$ cat src/rtl/dram_pkg.sv
// Shared definitions for the IR dispatch RAM (512 x 15).
// Word layout, MSB first (bit 0 is the MSB):
//   A[0:2] | B[0:2] | PAR | J1[0:3] | J7[0:3]
// The IR board's unpacking logic and the memory-image tooling use the same
// constants, so field positions live here and nowhere else.
package dram_pkg;

  localparam int DRAM_WIDTH     = 15;
  localparam int DRAM_SIZE      = 512;
  localparam int DRAM_ADDR_BITS = $clog2(DRAM_SIZE);

  // Field positions in MSB-first numbering.
  localparam int A_FIRST  = 0;
  localparam int A_LAST   = 2;
  localparam int B_FIRST  = 3;
  localparam int B_LAST   = 5;
  localparam int PAR_BIT  = 6;
  localparam int J1_FIRST = 7;
  localparam int J1_LAST  = 10;
  localparam int J7_FIRST = 11;
  localparam int J7_LAST  = 14;

  typedef struct packed {
    logic [2:0] a;
    logic [2:0] b;
    logic       par;
    logic [3:0] j1;
    logic [3:0] j7;
  } dram_word_t;

  // DIAG[4:6] load function codes.
  typedef enum logic [2:0] {
    LD_ADDR_HI    = 3'd0,
    LD_ADDR_LO    = 3'd1,
    LD_AB         = 3'd2,
    LD_J1         = 3'd3,
    LD_J7         = 3'd4,
    LD_COMMIT     = 3'd5,
    LD_COMMIT_INC = 3'd6,
    LD_ABORT      = 3'd7
  } dram_ld_func_e;

  typedef enum logic [1:0] {
    ST_IDLE,
    ST_WRITE,
    ST_READ,
    ST_CHECK
  } dram_ld_state_e;

  // Map an MSB-first field position onto a descending vector index.
  function automatic int bit_idx(input int pos);
    return DRAM_WIDTH - 1 - pos;
  endfunction

endpackage

$ cat src/rtl/dram_word_pack.sv
// Combinational packer for one dispatch RAM word with odd-parity generation.
// Ports:
//   a, b   : 3-bit A and B fields
//   j1, j7 : 4-bit J[1:4] and J[7:10] fields
//   word   : packed 15-bit word; PAR makes the XOR of all 15 bits equal 1
module dram_word_pack
  import dram_pkg::*;
(
  input  logic [2:0] a,
  input  logic [2:0] b,
  input  logic [3:0] j1,
  input  logic [3:0] j7,
  output dram_word_t word
);

  logic [DRAM_WIDTH-1:0] w;

  always_comb begin
    w = '0;
    w[bit_idx(A_FIRST)  -: (A_LAST  - A_FIRST  + 1)] = a;
    w[bit_idx(B_FIRST)  -: (B_LAST  - B_FIRST  + 1)] = b;
    w[bit_idx(J1_FIRST) -: (J1_LAST - J1_FIRST + 1)] = j1;
    w[bit_idx(J7_FIRST) -: (J7_LAST - J7_FIRST + 1)] = j7;
    // PAR is set when the data fields hold an even number of ones.
    w[bit_idx(PAR_BIT)] = ~^{a, b, j1, j7};
  end

  assign word = w;

endmodule

$ cat src/rtl/dram_loader.sv
// Diagnostic-side writer for the IR dispatch RAM. EBUS diagnostic load
// functions stage an address and field values; a commit writes the packed
// word, then (VERIFY=1) reads it back and compares.
// Ports:
//   clk, reset           : clock, asynchronous active-high reset
//   diag_strobe          : one-cycle load function valid
//   diag_func, diag_data : DIAG[4:6] function select, EBUS data[0:5]
//   dram_addr, dram_din  : RAM address and write word (MSB is bit 0)
//   dram_we, dram_dout   : RAM write enable, registered read data
//   dram_own             : loader drives the IR board's RAM address mux
//   busy, done           : sequence in progress, one-cycle completion pulse
//   status               : {busy, verify_err, overrun, addr_wrap, dram_own, 0}
module dram_loader
  import dram_pkg::*;
#(
  parameter int VERIFY = 1
) (
  input  logic                      clk,
  input  logic                      reset,
  input  logic                      diag_strobe,
  input  logic [2:0]                diag_func,
  input  logic [5:0]                diag_data,
  output logic [DRAM_ADDR_BITS-1:0] dram_addr,
  output logic [DRAM_WIDTH-1:0]     dram_din,
  output logic                      dram_we,
  input  logic [DRAM_WIDTH-1:0]     dram_dout,
  output logic                      dram_own,
  output logic                      busy,
  output logic                      done,
  output logic [5:0]                status
);

  dram_ld_state_e state, state_nx;
  dram_ld_func_e  func;

  logic [DRAM_ADDR_BITS-1:0] addr;
  logic [2:0]                a, b;
  logic [3:0]                j1, j7;
  logic                      verify_err, overrun, addr_wrap;
  dram_word_t                packed_word, snap_word;
  logic                      snap_inc;
  logic                      abort, commit, finish, inc_now;

  assign func   = dram_ld_func_e'(diag_func);
  assign abort  = diag_strobe && (func == LD_ABORT);
  assign commit = diag_strobe && (state == ST_IDLE) &&
                  ((func == LD_COMMIT) || (func == LD_COMMIT_INC));

  dram_word_pack u_pack (
    .a    (a),
    .b    (b),
    .j1   (j1),
    .j7   (j7),
    .word (packed_word)
  );

  // Staged fields cannot change while busy (those strobes are rejected),
  // so the live packed word equals the snapshot for the whole sequence.
  assign dram_din  = packed_word;
  assign dram_addr = addr;

  always_ff @(posedge clk or posedge reset) begin
    if (reset) state <= ST_IDLE;
    else       state <= state_nx;
  end

  always_comb begin
    state_nx = state;
    dram_we  = 1'b0;
    dram_own = 1'b0;
    finish   = 1'b0;
    case (state)
      ST_IDLE: begin
        if (commit) state_nx = ST_WRITE;
      end
      ST_WRITE: begin
        dram_we  = 1'b1;
        dram_own = 1'b1;
        if (VERIFY != 0) begin
          state_nx = ST_READ;
        end else begin
          state_nx = ST_IDLE;
          finish   = 1'b1;
        end
      end
      ST_READ: begin
        dram_own = 1'b1;
        state_nx = ST_CHECK;
      end
      ST_CHECK: begin
        dram_own = 1'b1;
        finish   = 1'b1;
        state_nx = ST_IDLE;
      end
      default: state_nx = ST_IDLE;
    endcase
    // Abort is honoured from any state.
    if (abort) state_nx = ST_IDLE;
  end

  assign busy    = dram_own;
  assign done    = finish && !abort;
  assign inc_now = done && snap_inc;
  assign status  = {busy, verify_err, overrun, addr_wrap, dram_own, 1'b0};

  always_ff @(posedge clk or posedge reset) begin
    if (reset) begin
      addr       <= '0;
      a          <= '0;
      b          <= '0;
      j1         <= '0;
      j7         <= '0;
      verify_err <= 1'b0;
      overrun    <= 1'b0;
      addr_wrap  <= 1'b0;
      snap_word  <= '0;
      snap_inc   <= 1'b0;
    end else if (abort) begin
      // Abort beats a same-cycle increment, leaving the address at 0.
      addr       <= '0;
      a          <= '0;
      b          <= '0;
      j1         <= '0;
      j7         <= '0;
      verify_err <= 1'b0;
      overrun    <= 1'b0;
      addr_wrap  <= 1'b0;
      snap_inc   <= 1'b0;
    end else begin
      if (diag_strobe && (state == ST_IDLE)) begin
        case (func)
          LD_ADDR_HI:    addr[DRAM_ADDR_BITS-1 -: 3] <= diag_data[2:0];
          LD_ADDR_LO:    addr[5:0] <= diag_data;
          LD_AB:         {a, b} <= diag_data;
          LD_J1:         j1 <= diag_data[3:0];
          LD_J7:         j7 <= diag_data[3:0];
          LD_COMMIT,
          LD_COMMIT_INC: begin
            snap_word <= packed_word;
            snap_inc  <= (func == LD_COMMIT_INC);
          end
          default: ;
        endcase
      end
      if (diag_strobe && (state != ST_IDLE)) overrun <= 1'b1;
      if ((state == ST_CHECK) && (dram_dout != snap_word)) verify_err <= 1'b1;
      if (inc_now) begin
        addr <= addr + 1'b1;
        if (addr == DRAM_ADDR_BITS'(DRAM_SIZE - 1)) addr_wrap <= 1'b1;
      end
    end
  end

endmodule

$ cat config.mk
export PLATFORM = sky130hd
export DESIGN_NAME = dram_loader
export DESIGN_NICKNAME = d
export VERILOG_FILES = /design/src/rtl/dram_pkg.sv /design/src/rtl/dram_word_pack.sv /design/src/rtl/dram_loader.sv
export SDC_FILE = /design/constraint.sdc
export NUM_CORES = 1
export LEC_CHECK = 0
export CAP_MARGIN = 20
export CORE_UTILIZATION = 53
export DETAILED_ROUTE_END_ITERATION = 6
export PLACE_DENSITY = 0.85
export REMOVE_ABC_BUFFERS = 1
export SYNTH_ARGS = -nofsm -noshare
export SYNTH_HDL_FRONTEND = slang
export SYNTH_SLANG_ARGS = --single-unit
$ cat constraint.sdc
create_clock -name clk -period 5.96 [get_ports clk]
set_input_delay 1.192 -clock clk [delete_from_list [all_inputs] [get_ports clk]]
set_output_delay 1.192 -clock clk [all_outputs]
set_load 0.05 [all_outputs]
==> impl_metrics.env <==
export IMPL_status="completed"
export IMPL_grt_usage=0.248
export IMPL_finalHoldViolCount=0
export IMPL_worst_slew_pin_slew_ns=0.817
export IMPL_synth_top_area_frac=0.439
export IMPL_syn_inst=237
export IMPL_postCtsSetupBuffers=0
export IMPL_hold_buffers=0
export IMPL_hold_path_depth=2
export IMPL_synth_top_area_cell="dfrtp_1"
export IMPL_critPathLaunch="diag_func[0]"
export IMPL_drt_wl_total_um=5860
export IMPL_routed_via_density=5.83
export IMPL_synthTopCellsByCount="dfrtp_1 (44), nor2_1 (19), xor2_1 (15), mux2_2 (14), mux2i_1 (13)"
export IMPL_path_clk_slew_ns=0.08
export IMPL_seq_area_um2=1100
export IMPL_switching_share=0.473
export IMPL_port_buffers=59
export IMPL_fp_dieW_um=70.8
export IMPL_cap_violations=0
export IMPL_cp_end_kind="output pin"
export IMPL_cp_arrival_ns=3.48
export IMPL_ys_flop_type="dfrtp_1"
export IMPL_synth_most_common_cell="dfrtp_1"
export IMPL_p_switching_mw=0.835
export IMPL_clkPwrFrac=0.129
export IMPL_startpoint_type="input pin"
export IMPL_synth_edf_count=0
export IMPL_cts_inserted_buffers=5
export IMPL_routedWlPerCell_um=17.3
export IMPL_p_comb_frac=0.586
export IMPL_fp_dieH_um=70.8
export IMPL_path_cells="clkdlybuf4s50_1 > nand4_1 > and2_1 > clkdlybuf4s50_1"
export IMPL_finClkSkew_ns=0.00536
export IMPL_rr_endpoint="j7[3]"
export IMPL_antenna_found_initial=0
export IMPL_fp_row_count=24
export IMPL_final_layout_size_suffix_gt1_frac=0.105
export IMPL_clock_latency_ns=0.30
export IMPL_ir_drop_uv=342
export IMPL_timing_slew_headroom=0.455
export IMPL_syn2layout_area_growth_pct=26.8
export IMPL_hold_start="addr_wrap"
export IMPL_holdPathEnd="addr_wrap"
export IMPL_critPathKind="in2out"
export IMPL_overflow=0
export IMPL_grt_max_degree=45
export IMPL_final_area_um2=3180
export IMPL_first_iter_violations=142
export IMPL_cpPeakStageDelay_ns=0.70
export IMPL_fin_ws_ns=1.28
export IMPL_cts_tree="done"
export IMPL_diodes=0
export IMPL_r2r_slack_ns=3.73
export IMPL_pwr_share_seq=0.286
export IMPL_first_global_vias=1954
export IMPL_synth_area_per_cell_um2=10.6
export IMPL_die_area_um2=5010
export IMPL_finalSetupTns_ns=0
export IMPL_grt_pass1_wl_um=9520
export IMPL_place_worst_setup_slack_ns=1.29
export IMPL_synth_seq_cells=44
export IMPL_required_ns=4.77
export IMPL_clock_sinks=44
export IMPL_multiInputGateArea_um2=1270
export IMPL_placed_cell_area_um2=3070
export IMPL_powerDensity_nw_per_um2=555
export IMPL_dp_hpwl_um=4120
export IMPL_setup_violations=0
export IMPL_drtAntennaViolNets=0
export IMPL_p_leak_nw=1.43
export IMPL_rsz0062_at_grt="false"
export IMPL_internal_power_mw=0.929
export IMPL_num_fill_cells=346
export IMPL_r2r_start="state[0]"
export IMPL_cts_resized=0
export IMPL_power_mw=1.76
export IMPL_synth_area_um2=2510
export IMPL_route_detailed_drc=0
export IMPL_drv_slew=0
export IMPL_ios=61
export IMPL_crit_path_frequent_cell="clkdlybuf4s50_1"
export IMPL_final_nets=320
export IMPL_place_gp_congestion=0.861
export IMPL_r2r_cells=6
export IMPL_cts_max_level=2
export IMPL_ys_types=42
export IMPL_initial_core_util=0.565
export IMPL_ys_warn_count=0
export IMPL_clk_path_buf_depth=2
export IMPL_cts_root_buf="clkbuf_8"
export IMPL_first_pass_iters=6
export IMPL_period_needed_ns=4.68
export IMPL_vias=1975
export IMPL_yosys_top_cells_area="dfrtp_1 (44%), mux2_2 (6.3%), xor2_1 (5.2%)"
export IMPL_fmax_mhz=214
export IMPL_synth_async_reset_ratio=1.00
export IMPL_hp_class="reg2reg"
export IMPL_ys_seq_area_frac=0.439
export IMPL_critPathSlowestCell="clkdlybuf4s50_1"
export IMPL_cp_max_fo=12
export IMPL_coreArea_um2=4440
export IMPL_min_period_over_period=0.785
## metrics by stage
stage | std cells | hold slack [ns] | utilization
finish | 339 | 0.498 | 0.716
global route | 339 | 0.546 | 0.716
CTS | 339 | 0.499 | 0.716
detailed placement | 331 | 0.481 | 0.692
global placement | 330 | 0.481 | 0.689
floorplan | 218 | 0.501 | -
## cell families after synthesis
logic type	Yosys count	synth area share
mux	28	0.121
fa+ha+maj	7	0.0349
flops	44	0.439
xor+xnor	27	0.105
simple gates	69	0.149
other cells	1	0.00149
buf+inv	26	0.0543
compound gates	35	0.0962
## flip-flops by register name (all words and copies together) (netlist names)
register	flops
a	3
addr_wrap	1
overrun	1
dram_addr	9
j1	4
state	2
b	3
snap_inc	1
snap_word	15
j7	4
verify_err	1
## worst max path at each step
stage / to / depth (start not counted)
after floorplan: done / 2
after detailed placement: done / 4
final: done / 4
after global placement: done / 4
after global routing: done / 4
after CTS: done / 4
## placed cells by master, fill, tap and decap left out, drive strengths merged, types with 8 or more instances in the layout
master / count
o21ai: 11
mux2: 15
xnor2: 10
dfrtp: 44
clkdlybuf4s50: 59
mux2i: 13
xor2: 15
nand2: 11
nand3: 8
nor2: 19
## routing by layer
metal / vias up / track usage / share of wire / routed length [um]
li1: 932 / - / - / -
met1: 957 / 0.322 / 0.44 / 2560
met2: 76 / 0.417 / 0.50 / 2930
met3: 10 / 0.0456 / 0.047 / 276
met4: 0 / 0.0911 / 0.017 / 100
met5: - / 0 / 0 / 0
## layout make-up
cell class,instances,share of cell area
multi-input cells,167,0.400
flip-flops and latches,44,0.346
repair buffers,61,0.192
clock buffers,6,0.0228
well taps,52,0.0204
clock inverters,2,0.0110
inverters,7,0.00826
## power groups by stage
| stage | registers, mW | clock network [mW] | logic (mW) |
|---|---|---|---|
| 2_1_floorplan | 0.676 | 0 | 0.539 |
| 3_3_place_gp | 0.502 | 0 | 1.01 |
| 3_5_place_dp | 0.508 | 0 | 1.03 |
| 4_1_cts | 0.502 | 0.230 | 1.04 |
| 5_1_grt | 0.518 | 0.242 | 1.09 |
| 6_report | 0.504 | 0.227 | 1.03 |
## worst max-delay path: cells and delay by family
family	cells	cell delay, ns
buf+inv	2	1.40
simple gates	2	0.89
Note: power is estimated with default switching activity, not from simulation.
